<file path="config.mk">
export PLATFORM = sky130hd
export DESIGN_NAME = intan_headstage_emulator
export DESIGN_NICKNAME = d
export VERILOG_FILES = /design/src/rtl/intan_headstage_emulator.sv
export SDC_FILE = /design/constraint.sdc
export NUM_CORES = 1
export LEC_CHECK = 0
export BUFFER_PORTS_ARGS = -buffer_cell sky130_fd_sc_hd__buf_2
export CORE_MARGIN = 3
export CORE_UTILIZATION = 62
export DETAILED_ROUTE_END_ITERATION = 8
export GPL_TIMING_DRIVEN = 0
export PLACE_DENSITY = 0.79
export SETUP_SLACK_MARGIN = 0.2
export SYNTH_ARGS = -nofsm -noshare
export SYNTH_HDL_FRONTEND = slang
export SYNTH_SLANG_ARGS = --single-unit
</file>
<file path="constraint.sdc">
create_clock -name clk -period 3.3 [get_ports clk]
set_input_delay 0.33 -clock clk [delete_from_list [all_inputs] [get_ports clk]]
set_output_delay 0.33 -clock clk [all_outputs]
set_load 0.1 [all_outputs]
</file>
<file path="src/rtl/intan_headstage_emulator.sv">
// intan_headstage_emulator
//   SPI peripheral that stands in for an Intan dual-die headstage on the
//   controller's CSn/SCLK/COPI link. Each CSn-low frame carries one 16-bit
//   command. The response is a 32-bit DDR word on CIPO, returned two frames
//   later (two-slot pipeline).
//
// Ports
//   clk        in   system clock (controller domain)
//   rstn       in   synchronous active-low reset
//   enable     in   0: ignore frames, hold cipo low
//   csn        in   chip select, active low
//   sclk       in   serial clock
//   copi       in   command data, MSB first, sampled on sclk rise
//   cipo       out  DDR response (A bits on even half-cycles, B bits on odd)
//   frames_rx  out  count of valid 16-bit frames decoded
//   last_cmd   out  last valid command word
//   bad_frame  out  sticky: a frame ended with a bit count other than 16
//
// state  | meaning
// IDLE   | waiting for csn fall
// SHIFT  | frame active: shift copi in, step the cipo bit index on sclk edges
// DECODE | one cycle: execute the command or flag a bad frame
module intan_headstage_emulator #(
  parameter int         SYNC_STAGES = 2,
  parameter int         CIPO_DELAY  = 0,
  parameter logic [7:0] CHIP_ID     = 8'd1
) (
  input  logic        clk,
  input  logic        rstn,
  input  logic        enable,
  input  logic        csn,
  input  logic        sclk,
  input  logic        copi,
  output logic        cipo,
  output logic [31:0] frames_rx,
  output logic [15:0] last_cmd,
  output logic        bad_frame
);

  typedef enum logic [1:0] {ST_IDLE, ST_SHIFT, ST_DECODE} state_t;

  // ---------------------------------------------------------------------
  // Input synchronizers and edge detect
  // ---------------------------------------------------------------------
  logic [SYNC_STAGES-1:0] csn_sync_q, sclk_sync_q, copi_sync_q;
  logic                   csn_prev_q, sclk_prev_q;
  logic                   csn_s, sclk_s, copi_s;
  logic                   csn_fall, csn_rise, sclk_rise, sclk_fall;

  // csn resets high so a released reset never looks like a frame start
  always_ff @(posedge clk) begin
    if (!rstn) begin
      csn_sync_q  <= '1;
      sclk_sync_q <= '0;
      copi_sync_q <= '0;
      csn_prev_q  <= 1'b1;
      sclk_prev_q <= 1'b0;
    end else begin
      csn_sync_q  <= {csn_sync_q[SYNC_STAGES-2:0], csn};
      sclk_sync_q <= {sclk_sync_q[SYNC_STAGES-2:0], sclk};
      copi_sync_q <= {copi_sync_q[SYNC_STAGES-2:0], copi};
      csn_prev_q  <= csn_s;
      sclk_prev_q <= sclk_s;
    end
  end

  assign csn_s     = csn_sync_q[SYNC_STAGES-1];
  assign sclk_s    = sclk_sync_q[SYNC_STAGES-1];
  assign copi_s    = copi_sync_q[SYNC_STAGES-1];
  assign csn_fall  = csn_prev_q & ~csn_s;
  assign csn_rise  = ~csn_prev_q & csn_s;
  assign sclk_rise = ~sclk_prev_q & sclk_s;
  assign sclk_fall = sclk_prev_q & ~sclk_s;

  // ---------------------------------------------------------------------
  // FSM
  // ---------------------------------------------------------------------
  state_t state_q, state_d;
  logic   load_tx, shift_en, do_decode;

  always_ff @(posedge clk) begin
    if (!rstn) state_q <= ST_IDLE;
    else       state_q <= state_d;
  end

  always_comb begin
    state_d = state_q;
    case (state_q)
      ST_IDLE:   if (csn_fall) state_d = ST_SHIFT;
      ST_SHIFT:  if (csn_rise) state_d = ST_DECODE;
      ST_DECODE: state_d = ST_IDLE;
      default:   state_d = ST_IDLE;
    endcase
    if (!enable) state_d = ST_IDLE;
  end

  // shift_en excludes the cycle where csn rises, so a coincident sclk
  // edge is dropped
  always_comb begin
    load_tx   = (state_q == ST_IDLE)  && (state_d == ST_SHIFT);
    shift_en  = (state_q == ST_SHIFT) && (state_d == ST_SHIFT);
    do_decode = (state_q == ST_DECODE) && enable;
  end

  // ---------------------------------------------------------------------
  // Shift datapath
  // ---------------------------------------------------------------------
  logic [31:0] tx_q, tx_d;
  logic [4:0]  k_q, k_d;
  logic [15:0] rx_q, rx_d;
  logic [4:0]  bitcnt_q, bitcnt_d;
  logic        bit_q, bit_d;
  logic [31:0] pipe0_q, pipe1_q;

  always_comb begin
    tx_d     = tx_q;
    k_d      = k_q;
    rx_d     = rx_q;
    bitcnt_d = bitcnt_q;
    if (load_tx) begin
      tx_d     = pipe1_q;
      k_d      = 5'd31;
      rx_d     = '0;
      bitcnt_d = '0;
    end else if (shift_en) begin
      if (sclk_rise) begin
        rx_d     = {rx_q[14:0], copi_s};
        bitcnt_d = (bitcnt_q == 5'd31) ? bitcnt_q : bitcnt_q + 5'd1;
      end
      if (sclk_rise || sclk_fall)
        k_d = (k_q == 5'd0) ? k_q : k_q - 5'd1;
    end
    // Registering the bit selected by the next-state index keeps the pin
    // to cipo latency at SYNC_STAGES + 1 (+ CIPO_DELAY).
    bit_d = (state_d == ST_SHIFT) ? tx_d[k_d] : 1'b0;
  end

  always_ff @(posedge clk) begin
    if (!rstn) begin
      tx_q     <= '0;
      k_q      <= 5'd31;
      rx_q     <= '0;
      bitcnt_q <= '0;
      bit_q    <= 1'b0;
    end else begin
      tx_q     <= tx_d;
      k_q      <= k_d;
      rx_q     <= rx_d;
      bitcnt_q <= bitcnt_d;
      bit_q    <= bit_d;
    end
  end

  // ---------------------------------------------------------------------
  // Command execute
  // ---------------------------------------------------------------------
  logic [7:0]  regfile_q [22];
  logic [31:0] frames_q;
  logic [15:0] last_q;
  logic        bad_q;
  logic [5:0]  cmd_r;
  logic [7:0]  cmd_dat, rd_v;
  logic [15:0] a_v, b_v;
  logic        wr_en;
  logic [31:0] resp_w;

  always_comb begin
    cmd_r   = rx_q[13:8];
    cmd_dat = rx_q[7:0];
    a_v     = '0;
    b_v     = '0;
    wr_en   = 1'b0;
    rd_v    = '0;
    resp_w  = '0;
    case (rx_q[15:14])
      2'b00: begin
        if (cmd_r < 6'd32) begin
          a_v = {cmd_r, frames_q[9:0]};
          b_v = ~a_v;
        end
      end
      2'b01: begin
        a_v = '0;
        b_v = '0;
      end
      2'b10: begin
        wr_en = (cmd_r < 6'd22);
        a_v   = {8'hFF, cmd_dat};
        b_v   = a_v;
      end
      default: begin
        if (cmd_r < 6'd22) rd_v = regfile_q[cmd_r[4:0]];
        else begin
          case (cmd_r)
            6'd40:   rd_v = 8'h49;
            6'd41:   rd_v = 8'h4E;
            6'd42:   rd_v = 8'h54;
            6'd43:   rd_v = 8'h41;
            6'd44:   rd_v = 8'h4E;
            6'd60:   rd_v = 8'h01;
            6'd63:   rd_v = CHIP_ID;
            default: rd_v = 8'h00;
          endcase
        end
        a_v = {8'h00, rd_v};
        b_v = a_v;
      end
    endcase
    // DDR interleave: A on odd word bits, B on even, both MSB first
    for (int j = 0; j < 16; j++) begin
      resp_w[31-2*j] = a_v[15-j];
      resp_w[30-2*j] = b_v[15-j];
    end
  end

  always_ff @(posedge clk) begin
    if (!rstn) begin
      pipe0_q  <= '0;
      pipe1_q  <= '0;
      frames_q <= '0;
      last_q   <= '0;
      bad_q    <= 1'b0;
      for (int i = 0; i < 22; i++) regfile_q[i] <= '0;
    end else if (do_decode) begin
      if (bitcnt_q == 5'd16) begin
        pipe1_q  <= pipe0_q;
        pipe0_q  <= resp_w;
        last_q   <= rx_q;
        frames_q <= frames_q + 32'd1;
        if (wr_en) regfile_q[cmd_r[4:0]] <= cmd_dat;
      end else begin
        bad_q <= 1'b1;
      end
    end
  end

  assign frames_rx = frames_q;
  assign last_cmd  = last_q;
  assign bad_frame = bad_q;

  // ---------------------------------------------------------------------
  // Cable-length emulation on cipo
  // ---------------------------------------------------------------------
  generate
    if (CIPO_DELAY == 0) begin : g_nodly
      assign cipo = bit_q;
    end else begin : g_dly
      logic [CIPO_DELAY-1:0] dly_q;
      always_ff @(posedge clk) begin
        if (!rstn) dly_q <= '0;
        else begin
          dly_q[0] <= bit_q;
          for (int i = 1; i < CIPO_DELAY; i++) dly_q[i] <= dly_q[i-1];
        end
      end
      assign cipo = dly_q[CIPO_DELAY-1];
    end
  endgenerate

endmodule

</file>
* Word level (Yosys, flattened, before mapping)
Memory sizes are Yosys's and may differ from the RTL's. A register that Yosys moved wholly into a read port is not among the register bits.
Index checks and enable logic that the tools add are counted.
Widths: inputs -> output; s select.
** Operators by class
- Multipliers :: 0
- Magnitude comparators :: 3
- Divide/modulo/power cells :: 0
- Muxes and demuxes :: 29
- Bitwise operators :: 12
- Shift-type cells :: 0
- Equality and inequality tests :: 14
- $add $sub $neg :: 3
- Reductions and logical operators :: 16
** Operator list (number)
- $pmux 16 s3 :: 2
- $eq 6x6->1 const B :: 7
- $mux 5 :: 7
- $pmux 7 s5 :: 1
- $add 32x1->32 const B :: 1
- $mux 16 :: 2
- $mux 32 :: 1
- $mux 8 :: 2
- $not 16->16 :: 1
- $eq 5x5->1 const B :: 2
- $mux 1 :: 9
- $reduce_and 2->1 :: 4
- $reduce_or 8->1 :: 1
- $not 1->1 :: 7
- $eq 2x1->1 const B :: 3
- $lt 5x6->1 const B :: 1
- $lt 6x5->1 const B :: 1
- $lt 6x6->1 const B :: 1
- $mux 2 :: 3
- $reduce_or 2->1 :: 3
- $add 5x1->5 const B :: 1
- $bmux 1 s5 :: 1
- $logic_not 5->1 :: 1
- $sub 5x1->5 const B :: 1
- other kinds (7) :: 14
** Storage, ports and cells
- RAM bits :: 176
- Memories kept :: 1
- Output and inout bits :: 50
- Register bits :: 182
- Word-level logic and storage cells :: 94
- Input bits :: 6
- Bits in latches :: 0
- Memory bits (read-only) :: 0
** Memory list
- regfile_q :: words 22, width 8, read ports 1, clocked after memory_dff 1, wr ports 22, line 157 : logic [7:0] regfile_q [22];

* Depth between registers and ports, before layout
Gate-level depths: netlist (run 1).
- Depth in word-level cells :: 11
- Mapped depth :: 11
- Depth with buffers taken out :: 10

* Worst setup path before layout (run 1)
OpenSTA, ideal clock, no wires.
- Path type :: register to register
- Start point :: register bitcnt_q[0]
- End point :: memory regfile_q[13][0], enable pin
- Setup slack :: 0.419 ns
- Period minus slack after synthesis :: 2.881 ns
- Stages on the path, launching flop included :: 10
- Data arrival time :: 2.497 ns
- Buffers on the path :: 2
- Setup time :: 0.384 ns
- Data required time :: 2.916 ns
- Path through :: dfxtp_1 inv_1 ha_1 nand4bb_1 nor2_1 and4_1 clkbuf_1 nand3_1 clkbuf_1 o21ai_0
** RTL lines
- from (decl) :: line 111 : logic [4:0] bitcnt_q, bitcnt_d;
- from (signal assigned) :: line 149 : bitcnt_q <= bitcnt_d;
- to (decl) :: line 157

==> impl_metrics.env, run 1 <==
export IMPL_outcome="completed"
export IMPL_swShare_pct=20.3
export IMPL_intPower_uw=9060
export IMPL_post_route_period_util_pct=94.3
export IMPL_synth_most_common_cell="edfxtp_1"
export IMPL_die_y_um=181
export IMPL_grt_usage_pct=28.5
export IMPL_vdd_drop_max_uv=459
export IMPL_port_buffers=55
export IMPL_clock_insertion_delay_worst_skew_ns=0.55
export IMPL_holdPathStages=3
export IMPL_period_needed_ns=3.11
export IMPL_max_freq_mhz=321
export IMPL_pwr_share_clk_pct=44.6
export IMPL_start_kind="flop"
export IMPL_p_leak_uw=0.00760
export IMPL_area_growth_syn_to_layout_pct=14.6
export IMPL_worst_pin_slew_ns=1.11
export IMPL_hold_viol_final=0
export IMPL_clkSinkCount=443
export IMPL_die_area_um2=32900
export IMPL_synth_avg_cell_area_um2=12.3
export IMPL_rr_startpoint="state_q[0]"
export IMPL_dr_total_vias=13000
export IMPL_min_path_type="in2reg"
export IMPL_drt_initial_drc_count=1576
export IMPL_place_area_um2=20200
export IMPL_p_seq_share_pct=52.9
export IMPL_combPwrFrac_pct=2.5
export IMPL_tritoncts="yes"
export IMPL_setup_viol=0
export IMPL_htreeDepth=2
export IMPL_synth_warnings=0
export IMPL_grt_pass1_wl_um=72600
export IMPL_async_flop_share_pct=0
export IMPL_r2r_cells=8
export IMPL_arrival_ns=3.29
export IMPL_fin_worst_skew_ns=0.0146
export IMPL_grt_overflow_total=0
export IMPL_cp_max_fo=10
export IMPL_worstPathRequired_ns=3.48
export IMPL_place_ws_ns=-0.837
export IMPL_antenna_left=0
export IMPL_cts_buffer_depth=3
export IMPL_rrSetupSlack_ns=0.19
export IMPL_totalNegativeSetupSlack_ns=0
export IMPL_r2r_end="regfile_q[15][0]"
export IMPL_whs_ns=0.135
export IMPL_totalPowerFinal_uw=11400
export IMPL_rsz0062_at_grt="true"
export IMPL_routed_wl_um=47000
export IMPL_synth_cells=1548
export IMPL_clk_pin_slew_ns=0.06
export IMPL_drv_cap=0
export IMPL_drv_slew=0
export IMPL_setup_ws_ns=0.188
export IMPL_powerDensity_nw_per_um2=520
export IMPL_synth_top_cell_area_share_pct=40.3
export IMPL_start_util_pct=63.6
export IMPL_p_switching_uw=2310
export IMPL_cts_buffers=45
export IMPL_worstSetupPathType="reg2reg"
export IMPL_dp_final_hpwl_um=32500
export IMPL_rows=63
export IMPL_yosysTopAreaCell="edfxtp_1"
export IMPL_synth_area_um2=19100
export IMPL_root_buffer="clkbuf_16"
export IMPL_drive_gt1_share_pct=15.2
export IMPL_place_gp_congestion=0.984
export IMPL_fp_dieW_um=181
export IMPL_post_drt_via_cell_ratio=6.01
export IMPL_io_pins=56
export IMPL_min_to="state_q[1]"
export IMPL_synth_edf_count=256
export IMPL_synth_area_leaders="edfxtp_1, dfxtp_1, mux4_2"
export IMPL_wl_per_cell_um=21.7
export IMPL_drtPass1Iterations=5
export IMPL_coreArea_um2=30000
export IMPL_drc=0
export IMPL_synthFlopType="edfxtp_1"
export IMPL_ys_ff_latch=443
export IMPL_seq_area_frac_synth_pct=59.9
export IMPL_stdcell_area_um2=21900
export IMPL_synth_top_cells_by_count="edfxtp_1, nand2_1, dfxtp_1, and2_1, a21boi_0"
export IMPL_finalNetCount=1753
export IMPL_synth_distinct_cells=70
export IMPL_grt_pass1_vias=12800
export IMPL_grt_max_degree=19
export IMPL_min_delay_start="rstn"
export IMPL_antenna_found_initial=2
export IMPL_slew_headroom_pct=26.2
export IMPL_endpoint_kind="flop"
[power groups by stage]
stage          sequential, uW  clock (uW)  combinational, uW
2_1_floorplan            6110           0                175
3_5_place_dp             6130           0                266
3_3_place_gp             6120           0                254
4_1_cts                  6010        5100                278
6_report                 6010        5070                289
5_1_grt                  6020        5310                307
[cell type report]
type | instances | area (um2)
sequential | 443 | 11400
fill | 2026 | 8150
multi-input combinational | 1060 | 7540
clock buffer | 62 | 1300
buffer | 112 | 543
tap | 390 | 488
timing repair buffer | 66 | 363
clock inverter | 20 | 174
inverter | 12 | 45.0
antenna | 1 | 2.50
[flip-flops by register name, summed over array words and instances (netlist names), named ones only]
signal and flops:
copi_sync_q 2, sclk_prev_q 1, frames_rx 32, bitcnt_q 5
pipe1_q 32, sclk_sync_q 2, tx_q 32, cipo 1
csn_prev_q 1, bad_frame 1, rx_q 16, state_q 2
last_cmd 16, csn_sync_q 2, pipe0_q 32, regfile_q 256
k_q 5
[critical path: stages (launching register included)]
cell and delay (ns):
dfxtp_1 0.30, buf_6 0.13, nand3b_1 0.43, nor2_4 0.24, and4_1 0.21, clkbuf_1 0.17, nand3_1 0.28, clkbuf_1 0.40
o21ai_2 0.58
[worst max path at each step]
stage / end / startpoint / slack (ns) / cells past startpoint
finish: regfile_q[15][0] / state_q[0] / 0.19 / 8
CTS: pipe0_q[4] / flop / 0.20 / 8
floorplan: regfile_q[13][0] / bitcnt_q[0] / 0.42 / 9
global placement: regfile_q[17][5] / state_q[0] / -0.93 / 8
detailed placement: regfile_q[5][7] / bitcnt_q[0] / -0.84 / 9
global route: regfile_q[15][7] / bitcnt_q[0] / 0.13 / 9
[per-stage QoR]
| stage | instances | util [%] |
|---|---|---|
| 2_1_floorplan | 1627 | - |
| 3_3_place_gp | 2072 | 67.1 |
| 3_5_place_dp | 2079 | 67.3 |
| 4_1_cts | 2165 | 72.7 |
| 5_1_grt | 2166 | 72.9 |
| 6_report | 2166 | 72.9 |
[per-layer routing]
layer / global-route usage (%) / wire (um) / up-vias
met1: 39.1 / 18600 / 6316
met3: 7.83 / 5150 / 139
met4: 11.7 / 2030 / 2
met2: 43.4 / 21100 / 662
met5: 2.22 / 99 / -
li1: - / - / 5894
[layout by cell type, fill, tap and decap left out, types with 25 or more instances in the layout]
cell       synthesis  layout
a21boi_0          88      88
a21oi_1           53      53
and2_1           185     185
buf_2             11      66
clkbuf_1          78      82
clkbuf_16          0      48
conb_1             1      80
dfxtp_1          187     187
edfxtp_1         256     256
mux2i_1           25      25
mux4_2            69      69
nand2_1          223     223
nor2_1            60      59
nor3_1            28      28
o21ai_0           62      40
[timing repair]
action	CTS	global route
hold buffers	3	0
pin swaps	1	0
endpoints found under the hold margin	3	0
setup buffers	1	0
resized for setup	46	14
setup endpoints to repair	280	138
[kinds of logic (layout without fill, tap and decap cells)]
logic type	after synthesis	count (layout)	share of synthesized area, %
AO/OA/AOI/OAI	247	247	8.59
flip-flops	443	443	59.9
multiplexers	109	109	11.1
other	1	81	0.0196
buffers and inverters	124	272	2.95
adder cells (fa/ha/maj)	7	7	0.459
XOR/XNOR	30	30	1.47
AND/OR/NAND/NOR	587	587	15.5
Power figures use the tool's default switching activity.
==> run 2: changes to the inputs <==
MAX_ROUTING_LAYER = met4   (was unset)
==> impl_metrics.env, run 2 (synthesized netlist as in run 1, its figures left out) <==
export IMPL_endpoint_kind="flop"
export IMPL_wl_per_cell_um=22.2
export IMPL_crit_family="multiplexers"
export IMPL_cp_slowest_stage_delay_ns=0.57
export IMPL_period_needed_ns=3.05
export IMPL_grt_pass1_vias=13000
export IMPL_seqCellArea_um2=11400
export IMPL_holdPathStages=3
export IMPL_place_area_um2=20200
export IMPL_powerDensity_nw_per_um2=510
export IMPL_crit_cells=7
export IMPL_stdcell_area_um2=21800
export IMPL_grt_overflow_total=0
export IMPL_post_drt_via_cell_ratio=6.00
export IMPL_final_cell_mix="edfxtp_1, nand2_1, dfxtp_1"
export IMPL_drc=0
export IMPL_slew_headroom_pct=32.1
export IMPL_grt_max_degree=19
export IMPL_drv_slew=0
export IMPL_clkSinkCount=443
export IMPL_start_util_pct=63.6
export IMPL_worstSetupPathType="reg2reg"
export IMPL_cts_buffer_depth=3
export IMPL_cp_buffers_inverters=2
export IMPL_rows=63
export IMPL_utilization_pct=72.7
export IMPL_drv_cap=0
export IMPL_worst_pin_slew_ns=1.02
export IMPL_grt_pass1_wl_um=74600
export IMPL_die_area_um2=32900
export IMPL_dp_final_hpwl_um=32800
export IMPL_clk_pin_slew_ns=0.06
export IMPL_drtPass1Iterations=5
export IMPL_die_y_um=181
export IMPL_antenna_found_initial=0
export IMPL_place_ws_ns=-0.856
export IMPL_place_inst=2082
export IMPL_min_path_type="in2reg"
export IMPL_clock_insertion_delay_worst_skew_ns=0.55
export IMPL_largest_register="regfile_q"
export IMPL_finalNetCount=1755
export IMPL_start_kind="flop"
export IMPL_hold_viol_final=0
export IMPL_dr_total_vias=13000
export IMPL_worstPathRequired_ns=3.73
export IMPL_largest_reg_flops=256
export IMPL_antennaDiodeCount=0
export IMPL_area_growth_syn_to_layout_pct=14.4
export IMPL_final_common_cell="edfxtp_1"
export IMPL_setup_viol=0
export IMPL_htreeDepth=2
export IMPL_arrival_ns=3.48
export IMPL_rsz0062_at_grt="false"
export IMPL_fin_worst_skew_ns=0.0172
export IMPL_whs_ns=0.118
export IMPL_layout_cells_non_filler=2165
export IMPL_root_buffer="clkbuf_16"
export IMPL_cp_slowest_cell="mux4_2"
export IMPL_place_gp_congestion=1.00
export IMPL_fp_dieW_um=181
export IMPL_antenna_left=0
export IMPL_multi_input_area_um2=7560
export IMPL_vdd_drop_max_uv=510
export IMPL_tritoncts="yes"
export IMPL_max_freq_mhz=328
export IMPL_drt_initial_drc_count=1465
export IMPL_cts_buffers=44
export IMPL_outcome="completed"
export IMPL_port_buffers=55
export IMPL_routed_wl_um=48000
export IMPL_io_pins=56
export IMPL_r2r_cells=7
export IMPL_crit_chain="buf_4 > buf_2 > mux4_2 > mux4_2 > mux2i_1 > a32oi_1 > o221a_2"
export IMPL_cp_common_cell="mux4_2"
export IMPL_cp_max_fo=10
export IMPL_grt_usage_pct=30.1
export IMPL_coreArea_um2=30000
export IMPL_fillers=2005
export IMPL_setup_ws_ns=0.250
export IMPL_p_leak_uw=0.00760
export IMPL_drive_gt1_share_pct=15.7
export IMPL_post_route_period_util_pct=92.4
-- run 2: cell count changes in the layout (fill, tap and decap cells not counted), sizes merged, moves of 2 or more --
cell and change:
clkinvlp -2, clkbuf -4, clkinv +2, buf +4
-- run 2: final timing paths --
check	from	to	slack, ns
worst min register to register	csn_sync_q[0]	csn_sync_q[1]	0.41
worst min-delay path	rstn	state_q[1]	0.12
worst max-delay path	flop	pipe0_q[0]	0.25
worst max register to register	flop	pipe0_q[0]	0.25
-- run 2: worst reg2reg max path, delay by kind of cell, from the launching register on --
kind	cells	cell delay, ns
muxes	3	1.44
buffers and inverters	2	0.64
AOI/OAI and AO/OA	2	0.55
DFF	1	0.31
-- run 2: cell type report --
| cell class | count | area share (%) |
|---|---|---|
| buffer | 112 | 2.50 |
| clock buffer | 59 | 5.63 |
| clock inverter | 20 | 0.722 |
| inverter | 12 | 0.206 |
| multi-input combinational | 1060 | 34.6 |
| sequential | 443 | 52.3 |
| tap | 390 | 2.23 |
| timing repair buffer | 69 | 1.76 |
-- run 2: metrics by stage --
stage / total power [uW] / TNS [ns]
6_report: 11200 / 0
5_1_grt: 11400 / 0
4_1_cts: 11100 / 0
3_5_place_dp: 6400 / -76.07
3_3_place_gp: 6380 / -125.38
2_1_floorplan: 6290 / 0
-- run 2: metal layers --
metal  global-route usage [%]  part of all wire (%)  wire (um)  vias to the layer above
met4                     9.78                   3.0       1420                        0
met5                        -                     0          0                        -
li1                         -                     -          -                     5876
met3                     7.19                    10       4910                      102
met2                     46.3                    47      22400                      645
met1                     40.2                    40      19300                     6364
-- run 2: power by group --
group          total (uW)  internal, uW  switching [uW]
registers            6010          5970            42.3
clock network        4840          2770            2070
logic                 294           111             183
-- run 2: what timing repair did --
item	4_1_cts	5_1_grt
hold endpoints to repair	3	0
hold buffers	3	0
pin swaps	1	0
endpoints found under the setup margin	299	101
buffers inserted	1	0
gates resized for setup	48	22
==> run 3: changes to the inputs <==
==> constraint.sdc (replaced) <==
create_clock -name clk -period 3.3 [get_ports clk]
set_input_delay 0.66 -clock clk [delete_from_list [all_inputs] [get_ports clk]]
set_output_delay 0.66 -clock clk [all_outputs]
set_load 0.1 [all_outputs]
==> impl_metrics.env, run 3 (synthesized netlist as in run 1, its figures left out) <==
export IMPL_wl_met2_um=22300
export IMPL_drv_slew=0
export IMPL_drtPass1Iterations=8
export IMPL_largest_register="regfile_q"
export IMPL_place_ws_ns=-1.10
export IMPL_coreArea_um2=30000
export IMPL_dr_total_vias=13100
export IMPL_grt_max_degree=19
export IMPL_fillers=2008
export IMPL_grt_pass1_vias=13000
export IMPL_post_drt_via_cell_ratio=6.04
export IMPL_totalPowerFinal_uw=11100
export IMPL_place_gp_congestion=1.00
export IMPL_cts_buffers=44
export IMPL_arrival_ns=3.48
export IMPL_endpoint_kind="flop"
export IMPL_multi_input_area_um2=7560
export IMPL_wl_per_cell_um=22.2
export IMPL_powerDensity_nw_per_um2=510
export IMPL_cp_max_fo=10
export IMPL_worstPathRequired_ns=3.73
export IMPL_whs_ns=0.295
export IMPL_setup_viol=0
export IMPL_clkSinkCount=443
export IMPL_fin_worst_skew_ns=0.0160
export IMPL_rsz0062_at_grt="false"
export IMPL_htreeDepth=2
export IMPL_grt_overflow_total=0
export IMPL_cts_buffer_depth=3
export IMPL_port_buffers=55
export IMPL_post_route_period_util_pct=92.3
export IMPL_wl_met3_um=4870
export IMPL_top_layer="met4"
export IMPL_p_leak_uw=0.00759
export IMPL_hold_viol_final=0
export IMPL_cp_buffers_inverters=2
export IMPL_final_common_cell="edfxtp_1"
export IMPL_area_growth_syn_to_layout_pct=14.3
export IMPL_m1WireLength_um=19200
export IMPL_setup_ws_ns=0.255
export IMPL_cp_common_cell="mux4_2"
export IMPL_max_freq_mhz=328
export IMPL_crit_chain="buf_4 > buf_2 > mux4_2 > mux4_2 > mux2i_1 > a32oi_1 > o221a_2"
export IMPL_start_util_pct=63.6
export IMPL_dp_final_hpwl_um=32800
export IMPL_tritoncts="yes"
export IMPL_outcome="completed"
export IMPL_clock_insertion_delay_worst_skew_ns=0.55
export IMPL_slew_headroom_pct=33.0
export IMPL_root_buffer="clkbuf_16"
export IMPL_drc=0
export IMPL_antenna_found_initial=0
export IMPL_grt_pass1_wl_um=74600
export IMPL_drt_initial_drc_count=1407
export IMPL_antennaDiodeCount=0
export IMPL_clk_pin_slew_ns=0.06
export IMPL_final_cell_mix="edfxtp_1, nand2_1, dfxtp_1"
export IMPL_layout_cells_non_filler=2162
export IMPL_cp_slowest_stage_delay_ns=0.57
export IMPL_holdBufCountCts=0
export IMPL_min_path_type="in2reg"
export IMPL_io_pins=56
export IMPL_routed_wl_um=47900
export IMPL_finalNetCount=1752
export IMPL_cp_slowest_cell="mux4_2"
export IMPL_die_area_um2=32900
export IMPL_seqCellArea_um2=11400
export IMPL_worstSetupPathType="reg2reg"
export IMPL_start_kind="flop"
export IMPL_drive_gt1_share_pct=15.7
export IMPL_rows=63
export IMPL_period_needed_ns=3.04
export IMPL_grt_usage_pct=30.1
export IMPL_place_inst=2082
export IMPL_vdd_drop_max_uv=510
export IMPL_drv_cap=0
export IMPL_crit_family="multiplexers"
export IMPL_worst_pin_slew_ns=1.00
export IMPL_largest_reg_flops=256
export IMPL_die_y_um=181
export IMPL_fp_dieW_um=181
export IMPL_antenna_left=0
-- run 3: changes by cell type in the layout (fill, tap and decap cells not counted) --
cell | before | now
dlygate4sd3_1 | 3 | 0
-- run 3: report_power, final --
part / switching (uW) / internal [uW]
Sequential: 42.2 / 5970
Combinational: 183 / 109
Clock: 2060 / 2770
Total: 2280 / 8850
-- run 3: cell type report --
| class | count | share of cell area (%) |
|---|---|---|
| Multi-Input combinational cell | 1060 | 34.7 |
| Inverter | 12 | 0.206 |
| Sequential cell | 443 | 52.4 |
| Clock inverter | 20 | 0.723 |
| Buffer | 112 | 2.50 |
| Clock buffer | 59 | 5.64 |
| Tap cell | 390 | 2.24 |
| Timing Repair Buffer | 66 | 1.63 |
-- run 3: final timing paths --
check	start	to	slack [ns]	cells after the start
worst max register to register	flop	pipe0_q[0]	0.26	7
worst min register to register	csn_sync_q[0]	csn_sync_q[1]	0.41	1
worst max-delay path	flop	pipe0_q[0]	0.26	7
worst min-delay path	csn	csn_sync_q[0]	0.29	2
-- run 3: what timing repair did --
| item | in CTS | in global routing |
|---|---|---|
| endpoints found under the setup margin | 299 | 101 |
| pin swaps | 1 | 0 |
| gates resized for setup | 48 | 22 |
| setup buffers | 1 | 0 |
-- run 3: per-layer routing --
metal	global-route usage, %	vias to the layer above
li1	-	5862
met1	40.2	6399
met2	46.2	677
met3	7.25	119
met4	9.81	0
met5	-	-
-- run 3: stage by stage --
step / cell area [um2] / util (%) / setup TNS (ns)
floorplan: 19400 / - / 0
global placement: 20200 / 67.1 / -181.25
finish: 21800 / 72.6 / 0
global route: 21800 / 72.6 / 0
detailed placement: 20200 / 67.3 / -125.58
CTS: 21800 / 72.4 / 0
